## config.mk

```make
export PLATFORM = sky130hd
export DESIGN_NAME = ps2_host_tx
export DESIGN_NICKNAME = d
export VERILOG_FILES = /design/src/rtl/ps2_host_tx.sv
export SDC_FILE = /design/constraint.sdc
export NUM_CORES = 1
export LEC_CHECK = 0
export ABC_CLOCK_PERIOD_IN_PS = 3200
export CAP_MARGIN = 40
export CORE_ASPECT_RATIO = 0.7
export CORE_MARGIN = 3
export CORE_UTILIZATION = 64
export CTS_BUF_LIST = sky130_fd_sc_hd__clkbuf_8
export CTS_CLUSTER_SIZE = 40
export DETAILED_ROUTE_END_ITERATION = 7
export PLACE_DENSITY = 0.88
export SLEW_MARGIN = 20
export SYNTH_ARGS = -nofsm -noshare
export SYNTH_HDL_FRONTEND = slang
export SYNTH_SLANG_ARGS = --single-unit
```

## constraint.sdc

```tcl
create_clock -name clk -period 3.2 [get_ports clk]
set_clock_uncertainty 0.15 [all_clocks]
set_input_delay 0.64 -clock clk [delete_from_list [all_inputs] [get_ports clk]]
set_output_delay 0.64 -clock clk [all_outputs]
set_load 0.01 [all_outputs]
```

## src/rtl/ps2_host_tx.sv

```systemverilog
// ps2_host_tx: host-to-device PS/2 transmitter, one command byte per frame.
// Define PS2_TX_TIMEOUT_EN to add the per-frame watchdog abort.
module ps2_host_tx #(
    parameter int unsigned INHIBIT_CYCLES = 5000,
    parameter int unsigned TIMEOUT_CYCLES = 750000
) (
    input  logic       clk,
    input  logic       reset,
    input  logic [7:0] tx_data,
    input  logic       tx_valid,
    output logic       tx_ready,
    output logic       busy,
    output logic       done,
    output logic       ack_err,
    output logic       timeout_err,
    input  logic       ps2_clk_in,
    input  logic       ps2_data_in,
    output logic       ps2_clk_oe,
    output logic       ps2_data_oe
);
    localparam int unsigned INH_W = $clog2(INHIBIT_CYCLES + 1);

    typedef enum logic [2:0] {IDLE, INHIBIT, RTS, SHIFT, ACK, WAITIDLE} state_t;

    state_t           state, state_n;
    logic [1:0]       clk_sync, data_sync;
    logic             clk_prev;
    logic             sync_clk, sync_data, fall;
    logic [9:0]       shreg, shreg_n;
    logic [3:0]       bit_cnt, bit_cnt_n;
    logic [INH_W-1:0] inh_cnt, inh_cnt_n;
    logic             clk_oe_n, data_oe_n, busy_n, done_n, ack_err_n;

    assign sync_clk  = clk_sync[1];
    assign sync_data = data_sync[1];
    assign fall      = clk_prev & ~sync_clk;
    assign tx_ready  = (state == IDLE);

`ifdef PS2_TX_TIMEOUT_EN
    localparam int unsigned WD_W = $clog2(TIMEOUT_CYCLES + 1);
    logic [WD_W-1:0] wd_cnt, wd_n;
    logic            timeout_n;
`else
    assign timeout_err = 1'b0;
`endif

    always_comb begin
        state_n   = state;
        shreg_n   = shreg;
        bit_cnt_n = bit_cnt;
        inh_cnt_n = inh_cnt;
        clk_oe_n  = ps2_clk_oe;
        data_oe_n = ps2_data_oe;
        busy_n    = busy;
        done_n    = 1'b0;
        ack_err_n = ack_err;
`ifdef PS2_TX_TIMEOUT_EN
        wd_n      = wd_cnt;
        timeout_n = timeout_err;
`endif
        case (state)
            IDLE: begin
                if (tx_valid) begin
                    shreg_n   = {1'b1, ~^tx_data, tx_data};
                    ack_err_n = 1'b0;
`ifdef PS2_TX_TIMEOUT_EN
                    timeout_n = 1'b0;
`endif
                    busy_n    = 1'b1;
                    inh_cnt_n = '0;
                    clk_oe_n  = 1'b1;
                    state_n   = INHIBIT;
                end
            end
            INHIBIT: begin
                // Start bit goes low one cycle before the clock is released.
                if (inh_cnt == INH_W'(INHIBIT_CYCLES - 1)) begin
                    clk_oe_n  = 1'b0;
                    data_oe_n = 1'b1;
                    state_n   = RTS;
`ifdef PS2_TX_TIMEOUT_EN
                    wd_n      = '0;
`endif
                end else begin
                    inh_cnt_n = inh_cnt + INH_W'(1);
                    if (inh_cnt == INH_W'(INHIBIT_CYCLES - 2))
                        data_oe_n = 1'b1;
                end
            end
            RTS: begin
                if (fall) begin
                    bit_cnt_n = '0;
                    state_n   = SHIFT;
                end
            end
            SHIFT: begin
                if (fall) begin
                    data_oe_n = ~shreg[0];
                    shreg_n   = {1'b1, shreg[9:1]};
                    bit_cnt_n = bit_cnt + 4'd1;
                    if (bit_cnt == 4'd9)
                        state_n = ACK;
                end
            end
            ACK: begin
                if (fall) begin
                    ack_err_n = sync_data;
                    state_n   = WAITIDLE;
                end
            end
            WAITIDLE: begin
                if (sync_clk && sync_data) begin
                    done_n  = 1'b1;
                    busy_n  = 1'b0;
                    state_n = IDLE;
                end
            end
            default: state_n = IDLE;
        endcase
`ifdef PS2_TX_TIMEOUT_EN
        if (state != IDLE && state != INHIBIT) begin
            wd_n = wd_cnt + WD_W'(1);
            if (wd_cnt == WD_W'(TIMEOUT_CYCLES - 1)) begin
                clk_oe_n  = 1'b0;
                data_oe_n = 1'b0;
                timeout_n = 1'b1;
                done_n    = 1'b1;
                busy_n    = 1'b0;
                state_n   = IDLE;
            end
        end
`endif
    end

    always_ff @(posedge clk or negedge reset) begin
        if (!reset) begin
            state       <= IDLE;
            clk_sync    <= '1;
            data_sync   <= '1;
            clk_prev    <= 1'b1;
            shreg       <= '0;
            bit_cnt     <= '0;
            inh_cnt     <= '0;
            ps2_clk_oe  <= 1'b0;
            ps2_data_oe <= 1'b0;
            busy        <= 1'b0;
            done        <= 1'b0;
            ack_err     <= 1'b0;
        end else begin
            state       <= state_n;
            clk_sync    <= {clk_sync[0], ps2_clk_in};
            data_sync   <= {data_sync[0], ps2_data_in};
            clk_prev    <= sync_clk;
            shreg       <= shreg_n;
            bit_cnt     <= bit_cnt_n;
            inh_cnt     <= inh_cnt_n;
            ps2_clk_oe  <= clk_oe_n;
            ps2_data_oe <= data_oe_n;
            busy        <= busy_n;
            done        <= done_n;
            ack_err     <= ack_err_n;
        end
    end

`ifdef PS2_TX_TIMEOUT_EN
    always_ff @(posedge clk or negedge reset) begin
        if (!reset) begin
            wd_cnt      <= '0;
            timeout_err <= 1'b0;
        end else begin
            wd_cnt      <= wd_n;
            timeout_err <= timeout_n;
        end
    end
`endif

endmodule

```

==> results of run 1 <==
layout make-up:
class,count,share of cell area (%)
multi-input cells,175,42.9
well taps,36,1.83
inverters,8,1.22
clock inverters,1,0.152
clock buffers,7,3.91
repair buffers,22,9.13
flip-flops and latches,40,40.8
metal layers:
metal | track usage (%) | vias to the layer above | share of wire (%)
met5 | 0 | - | 0
met4 | 8.72 | 0 | 1.2
met3 | 6.24 | 9 | 8.7
li1 | - | 881 | -
met2 | 39.7 | 109 | 44
met1 | 38.9 | 878 | 46
path summary, 6_finish.rpt:
| path | end | slack, ns | cells after the start |
|---|---|---|---|
| worst max-delay path | tx_ready | 0.77 | 2 |
| worst min-delay path | inh_cnt[3] | 0.12 | 1 |
| worst max register to register | shreg[7] | 0.98 | 4 |
| worst min register to register | data_sync[1] | 0.21 | 0 |
| max in group asynchronous | data_sync[0] | 2.25 | 2 |
| min in group clk | data_sync[1] | 0.21 | 0 |
critical path: stages (launching register included):
cell and delay, ns:
dfrtp_1 0.55, nor3_1 0.24, clkdlybuf4s50_1 0.56
cell usage after synthesis, types with 2 or more instances:
| cell | count | area [um^2] |
|---|---|---|
| buf_2 | 4 | 20.0 |
| nand2_1 | 33 | 124 |
| a211oi_1 | 2 | 15.0 |
| nand2b_1 | 7 | 43.8 |
| nor4bb_1 | 2 | 20.0 |
| mux2i_1 | 4 | 40.0 |
| inv_1 | 7 | 26.3 |
| o211ai_1 | 2 | 15.0 |
| or4_1 | 2 | 15.0 |
| nand3_1 | 13 | 65.1 |
| dfstp_2 | 5 | 131 |
| a31oi_1 | 13 | 81.3 |
| nor3b_1 | 2 | 15.0 |
| clkbuf_1 | 6 | 22.5 |
| o21ai_1 | 2 | 10.0 |
| o21ai_0 | 15 | 75.1 |
| dfrtp_1 | 35 | 876 |
| nor4_1 | 4 | 25.0 |
| xnor2_1 | 7 | 61.3 |
| a21oi_1 | 6 | 30.0 |
| o31ai_1 | 3 | 22.5 |
| nand4_1 | 4 | 25.0 |
| nor2_1 | 16 | 60.1 |
| a22o_1 | 3 | 26.3 |
| nor3_1 | 8 | 40.0 |
| ha_1 | 4 | 50.1 |
flip-flops by register name, indices dropped and copies added, names as in the netlist:
name         count
ps2_data_oe      1
done             1
clk_sync         2
data_sync        2
inh_cnt         13
busy             1
ps2_clk_oe       1
clk_prev         1
ack_err          1
state            3
shreg           10
bit_cnt          4
stage by stage:
step	utilization, %	hold slack, ns	instances	instance area, um^2
floorplan	-	0.194	236	2160
global placement	77.9	0.196	280	2340
detailed placement	78.8	0.197	281	2370
CTS	82.1	0.123	289	2470
global route	82.1	0.136	289	2470
finish	82.1	0.118	289	2470
kinds of logic after synthesis:
| family | synth area share, % |
|---|---|
| adder cells (fa/ha/maj) | 2.32 |
| AO/OA/AOI/OAI | 14.8 |
| AND/OR/NAND/NOR | 26.1 |
| flip-flops | 46.6 |
| buffers and inverters | 4.40 |
| other | 0.174 |
| XOR/XNOR | 3.24 |
| multiplexers | 2.37 |
power by group through the flow:
stage | combinational [mW] | sequential [mW] | clock (mW)
floorplan | 0.201 | 0.641 | 0
global placement | 0.220 | 0.683 | 0
detailed placement | 0.241 | 0.691 | 0
CTS | 0.245 | 0.682 | 0.365
global route | 0.279 | 0.700 | 0.392
finish | 0.247 | 0.691 | 0.363
==> results.txt, run 1 <==
status = completed
RD Place Congestion = 0.926
syn_area_per_cell = 9.16 um^2
Reg area = 1010 um^2
most frequent cells in the layout = dfrtp_1 (35), nand2_1 (33), clkdlybuf4s50_1 (17), nor2_1 (16), o21ai_0 (15)
Die Wd = 75.5 um
Syn Inst Count = 236
slack of the critical path = 0.767 ns
DR WL/cell = 16.2 um
layout cells sized above 1 = 8.70%
max-cap viol count = 0
ys async rst share = 100%
critical path startpoint = state[2]
total power = 1.30 mW
Slew @ Worst Pin = 0.666 ns
H-Tree Depth = 2
Req. time, crit path = 2.41 ns
CTS Hold Bufs = 0
startpoint types = flip-flop
net switching power = 0.413 mW
number of synthesized flops with an enable pin = 0
maximum VDD drop = 0.000302 V
Fin Setup TNS = 0 ns
Int Power = 0.888 mW
CTS clk-pin slew, worst paths = 0.07 ns
largest net degree at the start of global routing = 26
CTS Buf Count = 5
Root Driver = clkbuf_8
Die Height = 54.6 um
final period demand of the worst path = 2.43 ns
Nets = 269
Netlist cell types = 53
Net Sw Frac = 31.8%
Clock Latency Late Sink = 0.29 ns
Pwr per Cell Area = 527 nW/um^2
Area growth syn-to-layout = 14.1%
estimated wirelength of the detail-placed design = 3350 um
clk sinks = 40
sequential share of the synthesized area = 46.6%
# setup viols final = 0
RSZ-0062 raised after global routing = no
Syn Nets = 253
num rows = 16
CTS tree = done
Comb pwr share = 19.0%
Overflow after GRT = 0
Die ar. = 4120 um^2
drt first pass iters = 5
leading cell type in the layout, fill and taps excluded = dfrtp_1
Diodes inserted = 0
share of power burned in registers = 53.1%
post-place setup slack = 0.577 ns
core area = 3000 um^2
postcts setup bufs = 0
first-pass GRT wire length = 8170 um
post-route clock period utilization = 76.0%
Fmax = 0.411 GHz
I/O Pins = 20
Final Routed Wirelength = 4690 um
Initial Util = 72.0%
Syn Std Cell Area = 2160 um^2
Worst Path Max Fanout = 17
Lkg Pwr = 1.02 nW
Final Hold Viols = 0
Residual DRC = 0
CP arrival = 1.64 ns
vias per cell = 6.49
footprint of the multi-input gates = 1060 um^2
Slew headroom = 55.6%
RR Startpoint = state[2]
Clk pwr share = 27.9%
CTS Buffer Depth = 2
Post-DRT Antenna Nets = 0
Starting DRT DRC Count = 290
antenna violations before repair = 0
YS warnings = 0
Worst setup EP type = output port
Port Buffers = 18
FILL cells = 173
CTS resizes = 0
vias in the first global route = 1687
DR vias = 1877
Total GRT Usage = 26.8%
hold crit path type = input port to async pin
Slew Viols, Final = 0
Post-synth top flop = dfrtp_1
Crit Path Class = flip-flop to output port
flops & latches, synth = 40
Note: power is estimated with default switching activity, not from simulation.
==> run 2, diff against run 1 <==
--- a/config.mk
+++ b/config.mk
@@ -5,15 +5,15 @@
 export SDC_FILE = /design/constraint.sdc
 export NUM_CORES = 1
 export LEC_CHECK = 0
-export ABC_CLOCK_PERIOD_IN_PS = 3200
+export ABC_CLOCK_PERIOD_IN_PS = 2500
 export CAP_MARGIN = 40
 export CORE_ASPECT_RATIO = 0.7
 export CORE_MARGIN = 3
-export CORE_UTILIZATION = 64
+export CORE_UTILIZATION = 59
 export CTS_BUF_LIST = sky130_fd_sc_hd__clkbuf_8
 export CTS_CLUSTER_SIZE = 40
 export DETAILED_ROUTE_END_ITERATION = 7
-export PLACE_DENSITY = 0.88
+export PLACE_DENSITY = 0.82
 export SLEW_MARGIN = 20
 export SYNTH_ARGS = -nofsm -noshare
 export SYNTH_HDL_FRONTEND = slang
==> constraint.sdc (replaced) <==
create_clock -name clk -period 2.5 [get_ports clk]
set_clock_uncertainty 0.15 [all_clocks]
set_input_delay 0.5 -clock clk [delete_from_list [all_inputs] [get_ports clk]]
set_output_delay 0.5 -clock clk [all_outputs]
set_load 0.01 [all_outputs]
==> results.txt, run 2 (synthesis results as in run 1) <==
status = completed
Initial Util = 65.1% (-6.8 points)
Area growth syn-to-layout = 17.8%
Lkg Pwr = 1.05 nW (+3.2%)
Clock Latency Late Sink = 0.29 ns (about the same)
Die Wd = 78.3 um (+3.8%)
DR vias = 1867 (-0.53%)
DR WL/cell = 15.9 um (-1.8%)
post-route clock period utilization = 90.6%
startpoint types = flip-flop
estimated wirelength of the detail-placed design = 3370 um (+0.49%)
Diodes inserted = 0 (unchanged)
clk sinks = 40 (unchanged)
H-Tree Depth = 2 (unchanged)
RD Place Congestion = 0.923 (-0.29%)
# setup viols final = 0 (unchanged)
largest net degree at the start of global routing = 26 (unchanged)
Starting DRT DRC Count = 307 (+5.9%)
Die Height = 56.6 um (+3.7%)
Final Hold Viols = 0 (unchanged)
drt first pass iters = 5 (unchanged)
Total GRT Usage = 24.2% (-2.6 points)
Post-DRT Antenna Nets = 0 (unchanged)
Fmax = 0.441 GHz
num rows = 17 (+1)
CTS Buffer Depth = 2 (unchanged)
Residual DRC = 0 (unchanged)
Util after Layout = 76.7% (-5.4 points)
CP arrival = 1.62 ns (-0.02 ns)
leading cell type in the layout, fill and taps excluded = dfrtp_1
Pwr per Cell Area = 692 nW/um^2 (+31%)
Worst setup EP type = output port
most frequent cells in the layout = dfrtp_1 (35), nand2_1 (33), clkdlybuf4s50_1 (17), nor2_1 (16), o21ai_0 (15)
Hold EP = clk_sync[1]
Slew headroom = 53.2% (-2.4 points)
CTS clk-pin slew, worst paths = 0.08 ns (about the same)
Nets = 274 (+1.9%)
Req. time, crit path = 1.85 ns (-0.56 ns)
Largest Register = inh_cnt
reg2reg end = shreg[2]
I/O Pins = 20 (unchanged)
Slew @ Worst Pin = 0.701 ns (+0.0353 ns)
first-pass GRT wire length = 8490 um (+3.9%)
Overflow after GRT = 0 (unchanged)
layout cells sized above 1 = 10.5% (+1.8 points)
Design Area, Final = 2550 um^2 (+3.2%)
Final Routed Wirelength = 4860 um (+3.6%)
CTS tree = done
vias in the first global route = 1690 (+0.18%)
max FFs per register = 13 (unchanged)
total power = 1.76 mW (+36%)
Top Registers = inh_cnt x13, shreg x10, bit_cnt x4
critical path startpoint = state[0]
Inst Count DP = 296 (+5.3%)
DP Area = 2410 um^2 (+1.9%)
Worst Path Max Fanout = 13 (-4)
FF-to-FF setup slack = 0.31 ns (-0.67 ns)
RSZ-0062 raised after global routing = no
RR Startpoint = state[0]
HP Start = clk_sync[0]
Fin Setup TNS = 0 ns (unchanged)
Die ar. = 4440 um^2 (+7.6%)
max-cap viol count = 0 (unchanged)
antenna violations before repair = 0 (unchanged)
FF-to-FF path depth = 5 (+1)
hold crit path type = flip-flop to flip-flop
Hold Path Cell Cnt = 0
CTS Buf Count = 5 (unchanged)
Root Driver = clkbuf_8
vias per cell = 6.12 (-5.8%)
Crit Path Class = flip-flop to output port
final period demand of the worst path = 2.27 ns
FILL cells = 244 (+41%)
core area = 3320 um^2 (+10%)
Slew Viols, Final = 0 (unchanged)
Port Buffers = 18 (unchanged)
fin cells = 305 (+5.5%)
maximum VDD drop = 0.000400 V (+32%)
-- run 2: cell types whose count changed in the layout (fill, tap and decap cells not counted) --
cell | previous run | this run
buf_4 | 3 | 7
bufinv_16 | 0 | 1
dlygate4sd3_1 | 0 | 1
inv_1 | 8 | 7
-- run 2: final cells by class --
class / instances / area (um^2) / share of cell area, %
clock buffers: 7 / 96.3 / 3.78
repair buffers: 27 / 265 / 10.4
flip-flops and latches: 40 / 1010 / 39.6
multi-input cells: 175 / 1060 / 41.6
clock inverters: 1 / 30.0 / 1.18
inverters: 8 / 30.0 / 1.18
well taps: 47 / 58.8 / 2.31
-- run 2: metal layers --
layer | vias to the layer above | global-route usage, % | routed length (um)
li1 | 893 | - | -
met1 | 868 | 38.3 | 2280
met2 | 100 | 34.5 | 2150
met3 | 6 | 4.49 | 399
met4 | 0 | 4.99 | 31
met5 | - | 0 | 0
-- run 2: critical path, stage by stage (launching register included) --
cell and delay [ns]:
dfrtp_1 0.53, nor3_1 0.23, clkdlybuf4s50_1 0.56
-- run 2: timing repair --
item                                   in CTS  in global routing
resized for setup                           0                  0
setup buffers                               0                  0
endpoints found under the hold margin      15                  0
hold buffers                                1                  0
-- run 2: through the flow --
| stage | setup slack [ns] | hold slack (ns) |
|---|---|---|
| floorplan | 0.615 | 0.0544 |
| global placement | 0.113 | 0.197 |
| detailed placement | 0.00917 | 0.197 |
| CTS | 0.237 | 0.208 |
| global route | 0.165 | 0.211 |
| finish | 0.234 | 0.207 |
-- run 2: where the power goes --
part | switching, mW | internal (mW) | total (mW)
Sequential | 0.138 | 0.739 | 0.877
Clock | 0.229 | 0.352 | 0.581
Combinational | 0.155 | 0.150 | 0.305
-- run 2: how the worst max path moves through the flow --
stage	to	slack, ns	depth (start not counted)
6_report	tx_ready	0.23	2
5_1_grt	tx_ready	0.16	2
4_1_cts	tx_ready	0.24	2
3_5_place_dp	shreg[1]	0.009	6
3_3_place_gp	shreg[8]	0.11	5
2_1_floorplan	inh_cnt[6]	0.62	5
==> run 3, diff against run 2 <==
--- a/config.mk
+++ b/config.mk
@@ -5,11 +5,12 @@
 export SDC_FILE = /design/constraint.sdc
 export NUM_CORES = 1
 export LEC_CHECK = 0
+export ABC_AREA = 1
 export ABC_CLOCK_PERIOD_IN_PS = 2500
 export CAP_MARGIN = 40
 export CORE_ASPECT_RATIO = 0.7
 export CORE_MARGIN = 3
-export CORE_UTILIZATION = 59
+export CORE_UTILIZATION = 60
 export CTS_BUF_LIST = sky130_fd_sc_hd__clkbuf_8
 export CTS_CLUSTER_SIZE = 40
 export DETAILED_ROUTE_END_ITERATION = 7
==> results.txt, run 3 <==
Crit Path Class = flip-flop to output port
max FFs per register = 13 (unchanged)
cell family with most CP delay = buffers and inverters
Levels on crit path = 2 (unchanged)
DR WL/cell = 12.7 um (-20%)
drt first pass iters = 5 (unchanged)
post-route clock period utilization = 93.8% (+3.1 points)
FF-to-FF setup slack = 0.64 ns (+0.33 ns)
most frequent cell after synthesis = nand2_1
clk sinks = 40 (unchanged)
Synth area leader = dfrtp_1
FF-to-FF path depth = 7 (+2)
Syn Inst Count = 306 (+30%)
top post-synthesis cells by area = dfrtp_1 (37%), nand2_1 (15%), dfstp_2 (5.5%), inv_1 (5.5%), nand3_1 (4.4%)
Total GRT Usage = 23.8% (-0.39 points)
Initial Util = 65.0% (-0.12 points)
Worst path slowest cell = clkdlybuf4s50_1
Final Routed Wirelength = 4780 um (-1.5%)
mux cell area share after synthesis = 0% (-2.4 points)
Fin Setup TNS = 0 ns (unchanged)
final period demand of the worst path = 2.34 ns (+0.0779 ns)
Top Registers = inh_cnt x13, shreg x10, bit_cnt x4
critical path startpoint = state[0]
Diodes inserted = 0 (unchanged)
Die Wd = 81.4 um (+3.9%)
Die Height = 58.8 um (+3.8%)
Nets = 343 (+25%)
crit path capture = tx_ready
first-pass GRT wire length = 8720 um (+2.8%)
Post-DRT Antenna Nets = 0 (unchanged)
FILL cells = 280 (+15%)
Post-synth top flop = dfrtp_1
max incr delay on CP = 0.58 ns (+0.02 ns)
num rows = 18 (+1)
CTS resizes = 0 (unchanged)
RD Place Congestion = 0.837 (-9.3%)
Root Driver = clkbuf_8
# setup viols final = 0 (unchanged)
adder and majority gate portion of the synthesized area = 2.10% (-0.22 points)
Synth Area in Simple Gates = 33.8% (+7.7 points)
CTS tree = done
most frequent cells in the layout = nand2_1 (96), inv_1 (37), dfrtp_1 (35), nor2_1 (24), nand3_1 (21)
Fmax = 0.427 GHz (-3.3%)
Post-synth top cells = nand2_1 (96), dfrtp_1 (35), inv_1 (35)
vias in the first global route = 1880 (+11%)
leading cell type in the layout, fill and taps excluded = nand2_1
slack of the critical path = 0.156 ns (-0.0779 ns)
CP arrival = 1.69 ns (+0.07 ns)
core area = 3670 um^2 (+11%)
largest net degree at the start of global routing = 23 (-12%)
DR vias = 2000 (+7.1%)
Residual DRC = 0 (unchanged)
CTS clk-pin slew, worst paths = 0.08 ns (about the same)
syn_area_per_cell = 7.80 um^2 (-15%)
Worst Path Max Fanout = 10 (-3)
Syn Nets = 323 (+28%)
Syn Std Cell Area = 2390 um^2 (+10%)
Area growth syn-to-layout = 12.5%
Die ar. = 4780 um^2 (+7.8%)
max-cap viol count = 0 (unchanged)
layout cells sized above 1 = 14.7% (+4.2 points)
CP Cell Sequence = nor3_2, clkdlybuf4s50_1
largest family of logic cells by synthesized area = simple AND/OR/NAND/NOR gates
antenna violations before repair = 0 (unchanged)
Pwr per Cell Area = 980 nW/um^2 (+41%)
startpoint types = flip-flop
status = completed
post-place setup slack = 0.465 ns (+0.456 ns)
Slew Viols, Final = 0 (unchanged)
RR Startpoint = state[0]
Yosys top cell area share = 36.7% (-3.8 points)
YS warnings = 0 (unchanged)
I/O Pins = 20 (unchanged)
postcts setup bufs = 0 (unchanged)
CTS Buffer Depth = 2 (unchanged)
Req. time, crit path = 1.85 ns (about the same)
vias per cell = 5.31 (-13%)
Starting DRT DRC Count = 186 (-39%)
Port Buffers = 18 (unchanged)
Compound-Gate Fraction of Synth Area = 9.81% (-5.0 points)
ys async rst share = 100% (unchanged)
reg2reg end = shreg[8]
H-Tree Depth = 2 (unchanged)
CTS Hold Bufs = 0 (-1)
total power = 2.63 mW (+49%)
Synth Area in XOR/XNOR = 2.20% (-1.0 points)
CTS Buf Count = 5 (unchanged)
Crit path buffers/inverters = 1 (unchanged)
Worst setup EP type = output port
flops & latches, synth = 40 (unchanged)
hold crit path type = input port to async pin
Final Hold Viols = 0 (unchanged)
Largest Register = inh_cnt
number of synthesized flops with an enable pin = 0 (unchanged)
RSZ-0062 raised after global routing = no
maximum VDD drop = 0.000538 V (+34%)
estimated wirelength of the detail-placed design = 3590 um (+6.6%)
Overflow after GRT = 0 (unchanged)
Clock Latency Late Sink = 0.29 ns (about the same)
Netlist cell types = 37 (-30%)
Lkg Pwr = 1.32 nW (+26%)
sequential share of the synthesized area = 42.2% (-4.4 points)
-- run 3: per-layer routing --
layer	share of wire [%]	vias up	track usage [%]
li1	-	1016	-
met1	48	906	34.5
met2	45	70	36.4
met3	6.0	8	4.89
met4	0.90	0	6.75
met5	0	-	0
-- run 3: per-stage QoR --
| step | hold WS, ns | util (%) | cells | instance area [um^2] |
|---|---|---|---|---|
| floorplan | 0.0544 | - | 306 | 2390 |
| global placement | 0.196 | 69.9 | 368 | 2570 |
| detailed placement | 0.200 | 70.7 | 369 | 2590 |
| CTS | 0.0203 | 73.1 | 377 | 2680 |
| global route | 0.0391 | 73.1 | 377 | 2680 |
| finish | 0.00820 | 73.1 | 377 | 2680 |
-- run 3: worst min-delay path by stage --
stage	from	endpoint	slack, ns	depth (start not counted)
2_1_floorplan	reset	ack_err	0.05	0
3_3_place_gp	data_sync[0]	data_sync[1]	0.20	0
6_report	reset	busy	0.008	1
4_1_cts	reset	bit_cnt[2]	0.02	1
3_5_place_dp	data_sync[0]	data_sync[1]	0.20	0
5_1_grt	reset	inh_cnt[12]	0.04	1
-- run 3: logic make-up after synthesis --
logic type,after synthesis
AO/OA/AOI/OAI,34
adder cells (fa/ha/maj),4
AND/OR/NAND/NOR,171
buffers and inverters,50
other,1
XOR/XNOR,6
flip-flops,40
-- run 3: power by group --
group	leakage (nW)	internal [mW]	switching, mW
clock	0.0538	0.217	0.219
sequential	0.492	0.857	0.201
combinational	0.776	0.421	0.714
total	1.32	1.50	1.13
-- run 3: layout make-up --
cell class | instances | area (um^2) | area share, %
Inverter | 43 | 166 | 6.20
Clock buffer | 6 | 82.6 | 3.08
Timing Repair Buffer | 20 | 210 | 7.83
Multi-Input combinational cell | 216 | 1150 | 42.8
Clock inverter | 2 | 7.51 | 0.280
Tap cell | 50 | 62.6 | 2.33
Sequential cell | 40 | 1010 | 37.5
